**src/rtl/twiddle_pkg.sv**
```systemverilog
// twiddle_pkg: shared FSM/fold types and size helpers for the twiddle sequencer
package twiddle_pkg;
   typedef enum logic [1:0] {IDLE, RUN, DRAIN} tw_fsm_t;
   typedef enum logic {FOLD_LO, FOLD_HI} fold_t;
   function automatic int log2n(input int n);
      return $clog2(n);
   endfunction
   function automatic int qtr(input int n);
      return n / 4;
   endfunction
endpackage

```
**src/rtl/twiddle_seq_gen_if.sv**
```systemverilog
// twiddle_seq_gen_if: valid/ready twiddle stream from sequencer (master) to butterfly datapath (slave)
interface twiddle_seq_gen_if #(
   parameter int DATA_W = 16,
   parameter int SW     = 3
);
   logic              tw_valid;
   logic              tw_ready;
   logic [DATA_W-1:0] tw_re;
   logic [DATA_W-1:0] tw_im;
   logic [SW-1:0]     tw_stage;
   logic              tw_last;
   modport master(output tw_valid, tw_re, tw_im, tw_stage, tw_last, input tw_ready);
   modport slave(input tw_valid, tw_re, tw_im, tw_stage, tw_last, output tw_ready);
endinterface

```
**src/rtl/twiddle_qrom.sv**
```systemverilog
// twiddle_qrom: dual-read synchronous quarter-wave cosine ROM, round(2^FRAC_W*cos(2*pi*i/N)), i = 0..N/4
// Contents are generated at elaboration, matching the tw_cos.mem image, so no file dependency exists.
module twiddle_qrom #(
   parameter int  N_FFT  = 64,
   parameter int  DATA_W = 16,
   parameter int  FRAC_W = 8,
   localparam int DEPTH  = N_FFT / 4 + 1,
   localparam int AW     = $clog2(DEPTH)
) (
   input  logic              clk,
   input  logic              en,
   input  logic [AW-1:0]     addr_a,
   input  logic [AW-1:0]     addr_b,
   output logic [DATA_W-1:0] rd_a,
   output logic [DATA_W-1:0] rd_b
);
   function automatic logic [DATA_W-1:0] cos_q(input int i);
      real x, t, s;
      x = 6.283185307179586 * real'(i) / real'(N_FFT);
      t = 1.0;
      s = 1.0;
      for (int m = 1; m <= 12; m++) begin
         t = -t * x * x / real'((2 * m - 1) * (2 * m));
         s = s + t;
      end
      return DATA_W'($rtoi(s * (2.0 ** FRAC_W) + 0.5));
   endfunction
   logic [DATA_W-1:0] tbl [DEPTH];
   logic [DATA_W-1:0] a_q, a_d, b_q, b_d;
   for (genvar i = 0; i < DEPTH; i++) begin : g_tbl
      localparam logic [DATA_W-1:0] V = cos_q(i);
      assign tbl[i] = V;
   end
   always_comb begin
      a_d = en ? tbl[addr_a] : a_q;
      b_d = en ? tbl[addr_b] : b_q;
   end
   always_ff @(posedge clk) begin
      a_q <= a_d;
      b_q <= b_d;
   end
   assign rd_a = a_q;
   assign rd_b = b_q;
endmodule

```
**src/rtl/twiddle_seq_gen.sv**
```systemverilog
// twiddle_seq_gen: radix-2 DIF twiddle sequencer, quarter-wave table with symmetry folding.
// Optional TWIDDLE_INV_MODE_EN adds inv_mode to emit conjugated (IFFT) twiddles.
module twiddle_seq_gen
   import twiddle_pkg::*;
#(
   parameter int  N_FFT  = 64,
   parameter int  DATA_W = 16,
   parameter int  FRAC_W = 8,
   localparam int LOG2N  = log2n(N_FFT),
   localparam int SW     = $clog2(LOG2N),
   localparam int Q      = qtr(N_FFT),
   localparam int AW     = $clog2(Q + 1)
) (
   input  logic clk,
   input  logic rst_n,
   input  logic start,
`ifdef TWIDDLE_INV_MODE_EN
   input  logic inv_mode,
`endif
   output logic busy,
   output logic done,
   twiddle_seq_gen_if.master tw
);
   localparam int JW = LOG2N - 1;
   tw_fsm_t           state_q, state_d;
   logic [SW-1:0]     s_q, s_d, p1_stage_q, p1_stage_d, stage_q, stage_d;
   logic [JW-1:0]     j_q, j_d;
   logic [LOG2N-1:0]  k;
   fold_t             fold, p1_fold_q, p1_fold_d;
   logic [AW-1:0]     addr_a, addr_b;
   logic [DATA_W-1:0] rom_a, rom_b, re_q, re_d, im_q, im_d;
   logic              inv_in, inv_q, inv_d, p1_v_q, p1_v_d, p1_last_q, p1_last_d;
   logic              v_q, v_d, last_q, last_d, done_q, done_d;
   logic              adv, issue, last_idx, acc;
`ifdef TWIDDLE_INV_MODE_EN
   assign inv_in = inv_mode;
`else
   assign inv_in = 1'b0;
`endif
   assign adv      = !v_q || tw.tw_ready;
   assign issue    = (state_q == RUN) && adv;
   assign last_idx = (s_q == SW'(LOG2N - 1)) && (j_q == '1);
   assign acc      = v_q && tw.tw_ready && last_q;
   // k = (j mod (N >> (s+1))) << s, folded onto the stored quarter wave
   assign k      = (LOG2N'(j_q) & (LOG2N'(N_FFT / 2 - 1) >> s_q)) << s_q;
   assign fold   = (k > LOG2N'(Q)) ? FOLD_HI : FOLD_LO;
   assign addr_a = AW'((fold == FOLD_HI) ? LOG2N'(N_FFT / 2) - k : k);
   assign addr_b = AW'((fold == FOLD_HI) ? k - LOG2N'(Q) : LOG2N'(Q) - k);
   twiddle_qrom #(.N_FFT(N_FFT), .DATA_W(DATA_W), .FRAC_W(FRAC_W)) u_rom (
      .clk(clk), .en(adv), .addr_a(addr_a), .addr_b(addr_b), .rd_a(rom_a), .rd_b(rom_b)
   );
   always_comb begin
      state_d = state_q;
      s_d     = s_q;
      j_d     = j_q;
      inv_d   = inv_q;
      if (state_q == IDLE && start) begin
         state_d = RUN;
         s_d     = '0;
         j_d     = '0;
         inv_d   = inv_in;
      end
      if (issue) begin
         j_d     = j_q + 1'b1;
         s_d     = (j_q == '1) ? s_q + 1'b1 : s_q;
         state_d = last_idx ? DRAIN : RUN;
      end
      if (state_q == DRAIN && acc) state_d = IDLE;
      p1_v_d     = adv ? issue : p1_v_q;
      p1_last_d  = adv ? issue && last_idx : p1_last_q;
      p1_fold_d  = adv ? fold : p1_fold_q;
      p1_stage_d = adv ? s_q : p1_stage_q;
      v_d        = adv ? p1_v_q : v_q;
      last_d     = adv ? p1_last_q : last_q;
      stage_d    = adv ? p1_stage_q : stage_q;
      re_d       = adv ? ((p1_fold_q == FOLD_HI) ? -rom_a : rom_a) : re_q;
      im_d       = adv ? (inv_q ? rom_b : -rom_b) : im_q;
      done_d     = acc;
   end
   always_ff @(posedge clk or negedge rst_n) begin
      if (!rst_n) begin
         state_q    <= IDLE;
         s_q        <= '0;
         j_q        <= '0;
         inv_q      <= 1'b0;
         p1_v_q     <= 1'b0;
         p1_last_q  <= 1'b0;
         p1_fold_q  <= FOLD_LO;
         p1_stage_q <= '0;
         v_q        <= 1'b0;
         last_q     <= 1'b0;
         stage_q    <= '0;
         re_q       <= '0;
         im_q       <= '0;
         done_q     <= 1'b0;
      end else begin
         state_q    <= state_d;
         s_q        <= s_d;
         j_q        <= j_d;
         inv_q      <= inv_d;
         p1_v_q     <= p1_v_d;
         p1_last_q  <= p1_last_d;
         p1_fold_q  <= p1_fold_d;
         p1_stage_q <= p1_stage_d;
         v_q        <= v_d;
         last_q     <= last_d;
         stage_q    <= stage_d;
         re_q       <= re_d;
         im_q       <= im_d;
         done_q     <= done_d;
      end
   end
   assign busy        = state_q != IDLE;
   assign done        = done_q;
   assign tw.tw_valid = v_q;
   assign tw.tw_re    = re_q;
   assign tw.tw_im    = im_q;
   assign tw.tw_stage = stage_q;
   assign tw.tw_last  = last_q;
endmodule

```
**src/flat_wrapper.sv**
```systemverilog
// flat-port wrapper written by rule: the top's interface ports become plain ports
module twiddle_seq_gen_flat import twiddle_pkg::*;
#(
   parameter int  N_FFT  = 64,
   parameter int  DATA_W = 16,
   parameter int  FRAC_W = 8,
   localparam int LOG2N  = log2n(N_FFT),
   localparam int SW     = $clog2(LOG2N),
   localparam int Q      = qtr(N_FFT),
   localparam int AW     = $clog2(Q + 1)
)
  (clk, rst_n, start, busy, done, tw_tw_valid, tw_tw_re, tw_tw_im, tw_tw_stage, tw_tw_last, tw_tw_ready);
  twiddle_seq_gen_if #(.DATA_W(DATA_W), .SW(SW)) tw_i ();
  input  logic clk;
  input  logic rst_n;
  input  logic start;
  output logic busy;
  output logic done;
  output wire logic [$bits(tw_i.tw_valid)-1:0] tw_tw_valid;
  output wire logic [$bits(tw_i.tw_re)-1:0] tw_tw_re;
  output wire logic [$bits(tw_i.tw_im)-1:0] tw_tw_im;
  output wire logic [$bits(tw_i.tw_stage)-1:0] tw_tw_stage;
  output wire logic [$bits(tw_i.tw_last)-1:0] tw_tw_last;
  input wire logic [$bits(tw_i.tw_ready)-1:0] tw_tw_ready;
  assign tw_tw_valid = tw_i.tw_valid;
  assign tw_tw_re = tw_i.tw_re;
  assign tw_tw_im = tw_i.tw_im;
  assign tw_tw_stage = tw_i.tw_stage;
  assign tw_tw_last = tw_i.tw_last;
  assign tw_i.tw_ready = tw_tw_ready;
  twiddle_seq_gen #(.N_FFT(N_FFT), .DATA_W(DATA_W), .FRAC_W(FRAC_W)) u_core (.clk(clk), .rst_n(rst_n), .start(start), .busy(busy), .done(done), .tw(tw_i));
endmodule
```
**config.mk**
```make
export PLATFORM = sky130hd
export DESIGN_NAME = twiddle_seq_gen_flat
export DESIGN_NICKNAME = d
export VERILOG_FILES = /design/src/rtl/twiddle_pkg.sv /design/src/rtl/twiddle_seq_gen_if.sv /design/src/rtl/twiddle_qrom.sv /design/src/rtl/twiddle_seq_gen.sv /design/src/flat_wrapper.sv
export SDC_FILE = /design/constraint.sdc
export NUM_CORES = 1
export LEC_CHECK = 0
export ABC_CLOCK_PERIOD_IN_PS = 7100
export CAP_MARGIN = 20
export CORE_ASPECT_RATIO = 0.75
export CORE_UTILIZATION = 30
export CTS_CLUSTER_SIZE = 20
export DETAILED_ROUTE_END_ITERATION = 7
export MAX_ROUTING_LAYER = met4
export PLACE_DENSITY = 0.6
export SETUP_SLACK_MARGIN = 0.05
export SYNTH_ARGS = -nofsm -noshare
export SYNTH_HDL_FRONTEND = slang
export SYNTH_SLANG_ARGS = --single-unit
```
**constraint.sdc**
```tcl
create_clock -name clk -period 7.1 [get_ports clk]
set_input_delay 2.13 -clock clk [delete_from_list [all_inputs] [get_ports clk]]
set_output_delay 2.13 -clock clk [all_outputs]
set_load 0.02 [all_outputs]
```
==> results of run 1 <==
[logic make-up after synthesis]
group / share of synthesized area [%]
AO/OA/AOI/OAI: 21.9
XOR/XNOR: 3.57
adder cells (fa/ha/maj): 4.54
buffers and inverters: 4.21
flip-flops: 45.8
multiplexers: 3.63
AND/OR/NAND/NOR: 16.3
[metrics by stage]
stage	cell area [µm²]	hold WS, ps	total power, µW	utilization (%)	std cells
after floorplan	4130	435	1600	-	410
after global placement	4700	456	1950	35.6	608
after detailed placement	4700	456	1970	35.6	608
after CTS	4980	470	2410	37.8	624
after global routing	4980	493	2570	37.8	624
final	4980	464	2400	37.8	624
[synthesized netlist by cell type (8+ instances only)]
| cell | instances | area [µm²] |
|---|---|---|
| sky130_fd_sc_hd__nor3_1 | 8 | 40.0 |
| sky130_fd_sc_hd__xor2_1 | 10 | 87.6 |
| sky130_fd_sc_hd__nor2_1 | 28 | 105 |
| sky130_fd_sc_hd__a21o_1 | 14 | 105 |
| sky130_fd_sc_hd__inv_1 | 17 | 63.8 |
| sky130_fd_sc_hd__nand2_1 | 63 | 236 |
| sky130_fd_sc_hd__dfrtp_1 | 54 | 1350 |
| sky130_fd_sc_hd__o21ai_0 | 31 | 155 |
| sky130_fd_sc_hd__ha_1 | 15 | 188 |
| sky130_fd_sc_hd__clkbuf_1 | 9 | 33.8 |
| sky130_fd_sc_hd__a21oi_1 | 19 | 95.1 |
| sky130_fd_sc_hd__nand3_1 | 9 | 45.0 |
| sky130_fd_sc_hd__edfxtp_1 | 18 | 541 |
[final cells by class]
| cell class | count | area (µm²) | area share, % |
|---|---|---|---|
| clock buffer | 11 | 243 | 4.87 |
| clock inverter | 5 | 38.8 | 0.778 |
| inverter | 22 | 82.6 | 1.66 |
| multi-input combinational | 298 | 2080 | 41.7 |
| sequential | 72 | 1890 | 38.0 |
| tap | 171 | 214 | 4.29 |
| timing repair buffer | 45 | 438 | 8.79 |
[layout by cell type, fill, tap and decap left out, types with 3 or more instances in the layout]
cell type / netlist / routed
sky130_fd_sc_hd__dfrtp_1: 54 / 54
sky130_fd_sc_hd__nand3b_1: 3 / 3
sky130_fd_sc_hd__nor3_1: 8 / 8
sky130_fd_sc_hd__xor2_1: 10 / 10
sky130_fd_sc_hd__clkdlybuf4s50_1: 0 / 41
sky130_fd_sc_hd__nand2b_1: 3 / 3
sky130_fd_sc_hd__nor2b_1: 6 / 5
sky130_fd_sc_hd__nand3_1: 9 / 9
sky130_fd_sc_hd__nor2_1: 28 / 28
sky130_fd_sc_hd__and3_1: 3 / 3
sky130_fd_sc_hd__xnor2_1: 5 / 5
sky130_fd_sc_hd__o21ai_0: 31 / 31
sky130_fd_sc_hd__clkbuf_16: 0 / 9
sky130_fd_sc_hd__a211oi_1: 7 / 7
sky130_fd_sc_hd__ha_1: 15 / 15
sky130_fd_sc_hd__a21oi_1: 19 / 19
sky130_fd_sc_hd__nand2_1: 63 / 63
sky130_fd_sc_hd__inv_1: 17 / 17
sky130_fd_sc_hd__or4_1: 3 / 3
sky130_fd_sc_hd__a31oi_1: 4 / 4
sky130_fd_sc_hd__mux2i_1: 5 / 5
sky130_fd_sc_hd__inv_2: 3 / 3
sky130_fd_sc_hd__edfxtp_1: 18 / 18
sky130_fd_sc_hd__buf_4: 3 / 3
sky130_fd_sc_hd__a211o_1: 3 / 3
sky130_fd_sc_hd__a21o_1: 14 / 14
sky130_fd_sc_hd__and2_1: 5 / 5
[metal layers]
metal,GRT usage (%),share of wire (%),up-vias
met3,2.89,4.5,13
met2,19.2,43,78
met1,19.4,50,1541
met5,-,0,-
li1,-,-,1552
met4,5.81,1.8,0
[power breakdown]
part / switching (µW) / total (µW) / internal (µW)
Clock: 176 / 425 / 249
Sequential: 126 / 753 / 627
Combinational: 696 / 1220 / 524
Total: 998 / 2400 / 1400
[state kept, by name, indices dropped and copies added (netlist names)]
| name | count |
|---|---|
| u_core.tw.tw_im | 16 |
| u_core.tw.tw_re | 16 |
| u_core.u_rom.rd_a | 9 |
| u_core.u_rom.rd_b | 9 |
| u_core.j_q | 5 |
| u_core.p1_stage_q | 3 |
| u_core.s_q | 3 |
| u_core.tw.tw_stage | 3 |
| u_core.state_q | 2 |
| u_core.done | 1 |
| u_core.p1_fold_q | 1 |
| u_core.p1_last_q | 1 |
| u_core.p1_v_q | 1 |
| u_core.tw.tw_last | 1 |
| u_core.tw.tw_valid | 1 |
[path summary, 6_finish.rpt]
path	end	slack, ps	cells past startpoint
max	u_core.u_rom.rd_a[0]	2650	13
min in group asynchronous	u_core.s_q[1]	1910	2
min	u_core.tw.tw_valid	460	1
max in group asynchronous	u_core.p1_fold_q	4720	2
min reg2reg	u_core.tw.tw_valid	460	1
max reg2reg	u_core.u_rom.rd_a[0]	2650	13
==> metrics.sh, run 1 <==
SYNTH_CELL_TYPE_COUNT=76
GRT_PASS1_VIAS=3108
OVERALL_GLOBAL_ROUTING_USAGE_PCT=13.9
TIMING.CRITICAL_PATH.FANOUT_MAX=12
GRT_OVERFLOW_TOTAL=0
IO_BUFFER_COUNT=42
ROUTE.VIAS.TOTAL=3184
REQUIRED_PS=7150
SYNTH_FF_TYPE='sky130_fd_sc_hd__dfrtp_1'
DRT-VIAS-PER-INSTANCE=5.10
DRT-WIRELENGTH-PER-CELL_UM=14.1
CLK_PIN_SLEW_PS=60
TIMING_MAX_TRANSITION_VIOLATIONS_FINAL=0
ROUTE.DETAILED.DRC=0
FINAL_MIN_PERIOD_OVER_CLOCK_PERIOD_PCT=62.6
FP_ROWS=36
WORSTSKEWPAIRLATENCY_PS=330
FMAX_MHz=225
OVERALL_DIE_AREA_UM2=14300
SYNTH.FF_LATCH_COUNT=72
REGISTER_AREA_SHARE_AFTER_SYNTHESIS_PCT=45.8
CRITPATHLAUNCH='u_core.s_q[2]'
SETUP-VIOLATIONS-FINAL=0
SYNTH_ASYNC_SR_FLOP_SHARE_PCT=75.0
ANTENNADIODECOUNT=0
POSTSYNTHAREAPERCELL_UM2=10.1
PIN_COUNT_OF_THE_BIGGEST_NET_ENTERING_GLOBAL_ROUTING=55
DR.FIRST_ITER.DRC_COUNT=240
CRITPATHLAUNCHTYPE='flop'
CTS_HTREE_LEVELS=3
TOTAL_CLOCK_BUFFERS_CREATED_BY_CTS=9
POST-ROUTE-MIN-PERIOD_PS=4450
DIEWIDTH_UM=138
FINALHOLDVIOLATIONS=0
CRITICAL_PATH.CELL_CHAIN='nor2_1 -> and3_1 -> clkinv_1 -> ha_1 -> inv_1 -> nor2_1 -> a31oi_4 -> mux2i_2 -> inv_2 -> ha_1 -> inv_1 -> mux4_2 -> nor2b_1'
SYNTH_AREA_UM2=4130
POWER.DENSITY_nW_PER_UM2=481
SYNTH_CELLS=410
PLACEABLECOREAREA_UM2=13200
WORSTPATHARRIVAL_PS=4500
CTS_NUM_SINKS=72
NUMBER_OF_ANTENNA_VIOLATIONS_AT_THE_FIRST_CHECK_IN_GLOBAL_ROUTING=0
IRDROPWORSTVDD_uV=205
CRIT_PATH_END_KIND='flop'
CTS.HOLD.BUFFERS_ADDED=0
POST_CTS_RESIZE_COUNT=0
AREA.GROWTH.SYNTH_TO_FINAL_PCT=20.6
CTS_SETUP_BUFFERS=0
DIEHEIGHT_UM=104
FINAL_ANTENNA_NET_COUNT=0
MAXSLEWHEADROOM_PCT=50.9
ROUTED_WIRELENGTH_UM=8820
CTS_TREE='yes'
YOSYS_WARNINGS=0
RUN_STATUS='finished, final reports clean'
ROUTER_ITERATIONS_BEFORE_ANTENNA_REPAIR=4
START_UTIL_PCT=31.3
GRT_FIRST_PASS_WIRELENGTH_UM=15300
PLACE_CONGESTION=0.847
CRIT_SLOWEST_CELL='sky130_fd_sc_hd__dfrtp_1'
FILL_CELLS=1306
TYPE_OF_THE_TIGHTEST_MIN_DELAY_CHECK='reg2reg'
DP_WORST_SETUP_SLACK_PS=2690
CLOCK_SKEW_PS=6.39
GRT_SETUP_UNREPAIRED='no'
HOLD_PATH_STARTPOINT='u_core.p1_v_q'
CRITICAL-PATH-MAX-STAGE-DELAY_PS=560
NUM_IO_PINS=43
FIN_SETUP_TNS_PS=0
TIGHTESTPINTRANSITION_PS=736
MAPPEDNETLISTNETS=429
POST-DP-HPWL_UM=6370
CTS.PATH.MAX_BUFFERS=2
NUMBER_OF_ENABLE_TYPE_REGISTER_CELLS_IN_THE_SYNTHESIZED_NETLIST=18
TIMING.CRITICAL_PATH.MAX_DELAY_FAMILY='simple AND/OR/NAND/NOR gates'
CLOCK_TREE.ROOT_CELL='sky130_fd_sc_hd__clkbuf_16'
FIN_NETS=467
TIMING.RR.START='u_core.s_q[2]'
CRITICAL_PATH.N_BUFFERS_INVERTERS=4
TYPE_OF_THE_WORST_SETUP_PATH='reg2reg'
TOTAL_LEAKAGE_POWER_uW=0.00211
MAX_CAP_VIOLATIONS=0
WORST_SLACK_PS=2650
LAYOUT-DRIVE-GT1-SHARE_PCT=10.8
No activity file was read; power rests on OpenSTA's default activity.
==> inputs of run 2 (changes only) <==
--- a/config.mk
+++ b/config.mk
@@ -5,7 +5,7 @@
 export SDC_FILE = /design/constraint.sdc
 export NUM_CORES = 1
 export LEC_CHECK = 0
-export ABC_CLOCK_PERIOD_IN_PS = 7100
+export ABC_CLOCK_PERIOD_IN_PS = 4200
 export CAP_MARGIN = 20
 export CORE_ASPECT_RATIO = 0.75
 export CORE_UTILIZATION = 30
==> constraint.sdc (replaced) <==
create_clock -name clk -period 4.2 [get_ports clk]
set_input_delay 1.26 -clock clk [delete_from_list [all_inputs] [get_ports clk]]
set_output_delay 1.26 -clock clk [all_outputs]
set_load 0.02 [all_outputs]
==> metrics.sh, run 2 (synthesized netlist as in run 1, its figures left out) <==
HOLD_PATH_STARTPOINT='u_core.p1_v_q'
CLOCK_SKEW_PS=7.74  # +1.36 ps
ROUTE.DETAILED.DRC=0  # unchanged
R2R_END='u_core.u_rom.rd_a[0]'
TIMING.RR.START='u_core.s_q[0]'
MAX_CAP_VIOLATIONS=0  # unchanged
DR.FIRST_ITER.DRC_COUNT=202  # -16%
DIEWIDTH_UM=138  # unchanged
PLACEABLECOREAREA_UM2=13200  # unchanged
FINAL_MIN_PERIOD_OVER_CLOCK_PERIOD_PCT=92.1  # +29 points
RUN_STATUS='finished, final reports clean'
POST_CTS_RESIZE_COUNT=0  # unchanged
POST-DP-HPWL_UM=6750  # +5.9%
CRITPATHLAUNCH='u_core.s_q[0]'
REQUIRED_PS=4260  # -2890 ps
RRSETUPSLACK_PS=330  # -2320 ps
GRT_FIRST_PASS_WIRELENGTH_UM=15500  # +1.1%
TYPE_OF_THE_TIGHTEST_MIN_DELAY_CHECK='reg2reg'
SETUP-VIOLATIONS-FINAL=0  # unchanged
CTS_TREE='yes'
MOST_USED_CELLS_IN_THE_LAYOUT_EXCLUDING_FILL_AND_TAP_CELLS='63 x sky130_fd_sc_hd__nand2_1, 54 x sky130_fd_sc_hd__dfrtp_1, 41 x sky130_fd_sc_hd__clkdlybuf4s50_1'
CTS_HTREE_LEVELS=3  # unchanged
LAYOUT-DRIVE-GT1-SHARE_PCT=12.6  # +1.8 points
POST-ROUTE-MIN-PERIOD_PS=3870  # -578 ps
WHS_ENDPOINT='u_core.tw.tw_valid'
ROUTER_ITERATIONS_BEFORE_ANTENNA_REPAIR=5  # +1
START_UTIL_PCT=31.3  # unchanged
POWER.DENSITY_nW_PER_UM2=818  # +70%
FIN_SETUP_TNS_PS=0  # unchanged
FINAL_ANTENNA_NET_COUNT=0  # unchanged
IO_BUFFER_COUNT=42  # unchanged
CTS_NUM_SINKS=72  # unchanged
ROUTE.VIAS.TOTAL=3186  # +0.063%
TIMING_MAX_TRANSITION_VIOLATIONS_FINAL=0  # unchanged
TIGHTESTPINTRANSITION_PS=816  # +80.6 ps
FIN_NETS=475  # +1.7%
HOLD-PATH-CELL-COUNT=1  # unchanged
GRT_PASS1_VIAS=3039  # -2.2%
DRT-VIAS-PER-INSTANCE=5.04  # -1.2%
PIN_COUNT_OF_THE_BIGGEST_NET_ENTERING_GLOBAL_ROUTING=41  # -25%
TIGHTEST_HOLD_MARGIN_PS=455  # -9.45 ps
WORST_R2R_PATH_DEPTH=13  # unchanged
CLOCK_TREE.ROOT_CELL='sky130_fd_sc_hd__clkbuf_16'
NUMBER_OF_ANTENNA_VIOLATIONS_AT_THE_FIRST_CHECK_IN_GLOBAL_ROUTING=0  # unchanged
OVERALL_GLOBAL_ROUTING_USAGE_PCT=14.1  # +0.26 points
GRT_OVERFLOW_TOTAL=0  # unchanged
PLACE_CONGESTION=0.905  # +6.9%
MOST_FREQUENT_STANDARD_CELL_IN_THE_LAYOUT_EXCLUDING_FILL_AND_TAP_CELLS='sky130_fd_sc_hd__nand2_1'
ROUTED_WIRELENGTH_UM=9150  # +3.7%
FMAX_MHz=259  # +15%
CTS_SETUP_BUFFERS=0  # unchanged
FP_ROWS=36  # unchanged
FINALHOLDVIOLATIONS=0  # unchanged
TYPE_OF_THE_WORST_SETUP_PATH='reg2reg'
CRIT_PATH_END_KIND='flop'
GRT_SETUP_UNREPAIRED='no'
DIEHEIGHT_UM=104  # unchanged
DRT-WIRELENGTH-PER-CELL_UM=14.5  # +2.4%
WORSTPATHARRIVAL_PS=3930  # -570 ps
OVERALL_DIE_AREA_UM2=14300  # unchanged
TOTAL_CLOCK_BUFFERS_CREATED_BY_CTS=9  # unchanged
ANTENNADIODECOUNT=0  # unchanged
IRDROPWORSTVDD_uV=359  # +75%
CTS.HOLD.BUFFERS_ADDED=0  # unchanged
AREA.GROWTH.SYNTH_TO_FINAL_PCT=22.6
NUM_IO_PINS=43  # unchanged
MAXSLEWHEADROOM_PCT=45.6  # -5.3 points
CRITPATHLAUNCHTYPE='flop'
TIMING.CRITICAL_PATH.FANOUT_MAX=12  # unchanged
CLK_PIN_SLEW_PS=60  # about the same
TOTAL_LEAKAGE_POWER_uW=0.00216  # +2.3%
CTS.PATH.MAX_BUFFERS=2  # unchanged
WORSTSKEWPAIRLATENCY_PS=340  # about the same
==> run 2: cell count changes in the layout (fill, tap and decap cells not counted) <==
cell                         delta
sky130_fd_sc_hd__clkinvlp_4     +1
sky130_fd_sc_hd__buf_4          +8
sky130_fd_sc_hd__inv_6          -1
sky130_fd_sc_hd__bufinv_16      +1
sky130_fd_sc_hd__clkbuf_1       -1
==> run 2: routing by layer <==
metal,share of wire [%],vias up,wire (µm),global-route usage (%)
met5,0,-,0,-
met4,1.0,0,96,4.55
met3,4.4,7,399,3.96
met2,45,69,4120,20.5
met1,50,1546,4540,18.8
li1,-,1564,-,-
==> run 2: through the flow <==
step                      setup slack [ps]  area [µm²]  power (µW)  std cells  util (%)
after detailed placement               344        4760        3380        616      36.1
after global routing                  97.1        5070        4460        632      38.4
after global placement                 551        4760        3330        616      36.1
after CTS                              331        5070        4180        632      38.4
after floorplan                        548        4130        2700        410         -
final                                  332        5070        4150        632      38.4
==> run 2: cell type report <==
type / instances / area [µm²]
Tap cell: 171 / 214
Multi-Input combinational cell: 298 / 2080
Sequential cell: 72 / 1890
Inverter: 22 / 82.6
Fill cell: 1281 / 8130
Clock buffer: 10 / 239
Timing Repair Buffer: 53 / 498
Clock inverter: 6 / 67.6
==> run 2: how the worst max path moves through the flow <==
stage | endpoint | slack [ps] | depth (start not counted)
after floorplan | u_core.u_rom.rd_a[0] | 550 | 15
after global placement | u_core.u_rom.rd_a[0] | 550 | 13
after detailed placement | u_core.u_rom.rd_a[0] | 340 | 13
after CTS | u_core.u_rom.rd_a[0] | 330 | 13
after global routing | u_core.u_rom.rd_a[4] | 100 | 14
final | u_core.u_rom.rd_a[0] | 330 | 13
==> run 2: power breakdown <==
part,internal [µW],switching [µW]
clock,478,302
combinational,918,1210
sequential,1060,183
==> run 2: critical path, stage by stage (launching register included) <==
cell,delay (ps)
sky130_fd_sc_hd__dfrtp_1,590
sky130_fd_sc_hd__mux2i_1,130
sky130_fd_sc_hd__nor3_1,420
sky130_fd_sc_hd__inv_1,140
sky130_fd_sc_hd__ha_1,300
sky130_fd_sc_hd__inv_1,200
sky130_fd_sc_hd__nor2_1,130
sky130_fd_sc_hd__a31oi_4,270
sky130_fd_sc_hd__mux2i_2,380
sky130_fd_sc_hd__inv_2,100
sky130_fd_sc_hd__ha_1,280
sky130_fd_sc_hd__inv_1,60
sky130_fd_sc_hd__mux4_2,440
sky130_fd_sc_hd__nor2b_1,140
==> inputs of run 3 (changes only) <==
--- a/config.mk
+++ b/config.mk
@@ -5,7 +5,7 @@
 export SDC_FILE = /design/constraint.sdc
 export NUM_CORES = 1
 export LEC_CHECK = 0
-export ABC_CLOCK_PERIOD_IN_PS = 4200
+export ABC_CLOCK_PERIOD_IN_PS = 5000
 export CAP_MARGIN = 20
 export CORE_ASPECT_RATIO = 0.75
 export CORE_UTILIZATION = 30
==> constraint.sdc (replaced) <==
create_clock -name clk -period 5 [get_ports clk]
set_input_delay 1.5 -clock clk [delete_from_list [all_inputs] [get_ports clk]]
set_output_delay 1.5 -clock clk [all_outputs]
set_load 0.02 [all_outputs]
==> metrics.sh, run 3 (synthesized netlist as in run 1, its figures left out) <==
FILL_CELLS=1277  # -0.31%
POWER.DENSITY_nW_PER_UM2=682  # -17%
HOLD_PATH_STARTPOINT='u_core.p1_v_q'
POST-ROUTE-MIN-PERIOD_PS=4450  # +585 ps
IRDROPWORSTVDD_uV=292  # -19%
CTS_HTREE_LEVELS=3  # unchanged
TYPE_OF_THE_WORST_SETUP_PATH='reg2reg'
ROUTED_WIRELENGTH_UM=8980  # -1.9%
OVERALL_GLOBAL_ROUTING_USAGE_PCT=13.6  # -0.54 points
DRT-WIRELENGTH-PER-CELL_UM=14.3  # -0.98%
ROUTER_ITERATIONS_BEFORE_ANTENNA_REPAIR=6  # +1
CRITPATHLAUNCH='u_core.s_q[2]'
DETAILED_PLACE.AREA_UM2=4720  # -0.95%
GRT_SETUP_UNREPAIRED='no'
CRITPATHLAUNCHTYPE='flop'
GRT_PASS1_VIAS=2966  # -2.4%
MAXSLEWHEADROOM_PCT=55.2  # +9.6 points
CTS_SETUP_BUFFERS=0  # unchanged
WORSTSKEWPAIRLATENCY_PS=330  # about the same
FIN_SETUP_TNS_PS=0  # unchanged
MOST_USED_CELLS_IN_THE_LAYOUT_EXCLUDING_FILL_AND_TAP_CELLS='63 x sky130_fd_sc_hd__nand2_1, 54 x sky130_fd_sc_hd__dfrtp_1, 41 x sky130_fd_sc_hd__clkdlybuf4s50_1'
CTS_NUM_SINKS=72  # unchanged
LAYOUT-DRIVE-GT1-SHARE_PCT=11.0  # -1.6 points
GRT_FIRST_PASS_WIRELENGTH_UM=15000  # -3.1%
R2R_END='u_core.u_rom.rd_a[0]'
NUMBER_OF_ANTENNA_VIOLATIONS_AT_THE_FIRST_CHECK_IN_GLOBAL_ROUTING=0  # unchanged
CTS.HOLD.BUFFERS_ADDED=0  # unchanged
CTS_TREE='yes'
DIEWIDTH_UM=138  # unchanged
CRITICAL-PATH-MAX-STAGE-DELAY_PS=550  # -40 ps
ANTENNADIODECOUNT=0  # unchanged
POST-DP-HPWL_UM=6430  # -4.7%
AREA.GROWTH.SYNTH_TO_FINAL_PCT=21.0
CLK_PIN_SLEW_PS=60  # about the same
RUN_STATUS='finished, final reports clean'
TIMING.CRITICAL_PATH.FANOUT_MAX=12  # unchanged
NUM_IO_PINS=43  # unchanged
POST_CTS_RESIZE_COUNT=0  # unchanged
FINAL_ANTENNA_NET_COUNT=0  # unchanged
WORSTPATHARRIVAL_PS=4510  # +580 ps
DRT-VIAS-PER-INSTANCE=5.10  # +1.1%
TIMING_MAX_TRANSITION_VIOLATIONS_FINAL=0  # unchanged
PLACE_CONGESTION=0.917  # +1.2%
TIMING.RR.START='u_core.s_q[2]'
FINAL_MIN_PERIOD_OVER_CLOCK_PERIOD_PCT=89.1  # -3.0 points
CRITICAL_PATH.CELL_CHAIN='nor2_1 -> and3_1 -> clkinv_1 -> ha_1 -> inv_1 -> nor2_1 -> a31oi_4 -> mux2i_2 -> inv_2 -> ha_1 -> inv_1 -> mux4_2 -> nor2b_1'
TOTAL_CLOCK_BUFFERS_CREATED_BY_CTS=9  # unchanged
CTS.PATH.MAX_BUFFERS=2  # unchanged
REQUIRED_PS=5050  # +790 ps
WORST_R2R_PATH_DEPTH=13  # unchanged
RRSETUPSLACK_PS=550  # +220 ps
CRITPATHCAPTURE='u_core.u_rom.rd_a[0]'
OVERALL_DIE_AREA_UM2=14300  # unchanged
DIEHEIGHT_UM=104  # unchanged
PIN_COUNT_OF_THE_BIGGEST_NET_ENTERING_GLOBAL_ROUTING=43  # +4.9%
MAX_CAP_VIOLATIONS=0  # unchanged
FINISH.INSTANCE_AREA_UM2=5000  # -1.3%
START_UTIL_PCT=31.3  # unchanged
FP_ROWS=36  # unchanged
ROUTE.DETAILED.DRC=0  # unchanged
CRIT_SLOWEST_CELL='sky130_fd_sc_hd__dfrtp_1'
CLOCK_SKEW_PS=9.93  # +2.19 ps
CRIT_PATH_END_KIND='flop'
IO_BUFFER_COUNT=42  # unchanged
FMAX_MHz=225  # -13%
ROUTE.VIAS.TOTAL=3192  # +0.19%
DR.FIRST_ITER.DRC_COUNT=226  # +12%
MOST_FREQUENT_STANDARD_CELL_IN_THE_LAYOUT_EXCLUDING_FILL_AND_TAP_CELLS='sky130_fd_sc_hd__nand2_1'
CLOCK_TREE.ROOT_CELL='sky130_fd_sc_hd__clkbuf_16'
FINALHOLDVIOLATIONS=0  # unchanged
GRT_OVERFLOW_TOTAL=0  # unchanged
SETUP-VIOLATIONS-FINAL=0  # unchanged
TIGHTESTPINTRANSITION_PS=672  # -144 ps
TOTAL_LEAKAGE_POWER_uW=0.00212  # -1.9%
FIN_NETS=469  # -1.3%
TYPE_OF_THE_TIGHTEST_MIN_DELAY_CHECK='reg2reg'
PLACEABLECOREAREA_UM2=13200  # unchanged
## run 3: worst min path at each step
stage	end	slack [ps]	cells past startpoint
global placement	u_core.tw.tw_valid	450	1
finish	u_core.p1_v_q	470	2
CTS	u_core.p1_v_q	470	2
floorplan	u_core.tw.tw_valid	430	1
global route	u_core.tw.tw_re[14]	490	1
detailed placement	u_core.p1_v_q	460	2
## run 3: power by group
group / internal [µW] / switching (µW)
Clock: 363 / 247
Sequential: 890 / 177
Combinational: 748 / 987
Total: 2000 / 1410
## run 3: critical path: cells and delay by family (launching register included)
kind	cells	cell delay [ps]
adder cells (fa/ha/maj)	2	690
AO/OA/AOI/OAI	1	270
flip-flops	1	550
AND/OR/NAND/NOR	4	1040
multiplexers	2	850
buffers and inverters	4	770
## run 3: final cells by class
cell class / count / area [µm²] / share of cell area, %
Clock inverter: 4 / 27.5 / 0.550
Multi-Input combinational cell: 298 / 2080 / 41.5
Tap cell: 171 / 214 / 4.28
Timing Repair Buffer: 47 / 453 / 9.06
Clock buffer: 12 / 256 / 5.13
Inverter: 22 / 82.6 / 1.65
Sequential cell: 72 / 1890 / 37.8
## run 3: per-stage QoR
step | total power, µW | cells | hold slack, ps | setup slack [ps] | util [%]
floorplan | 2270 | 410 | 435 | 1350 | -
global placement | 2760 | 610 | 450 | 850 | 35.7
detailed placement | 2800 | 610 | 455 | 632 | 35.7
CTS | 3430 | 626 | 469 | 608 | 37.9
global route | 3680 | 626 | 486 | 289 | 37.9
finish | 3410 | 626 | 467 | 547 | 37.9
## run 3: layer usage
layer,share of wire (%),up-vias,GRT usage [%]
li1,-,1559,-
met1,50,1548,19.5
met2,45,81,18.7
met3,4.4,4,3.18
met4,0.72,0,4.08
met5,0,-,-
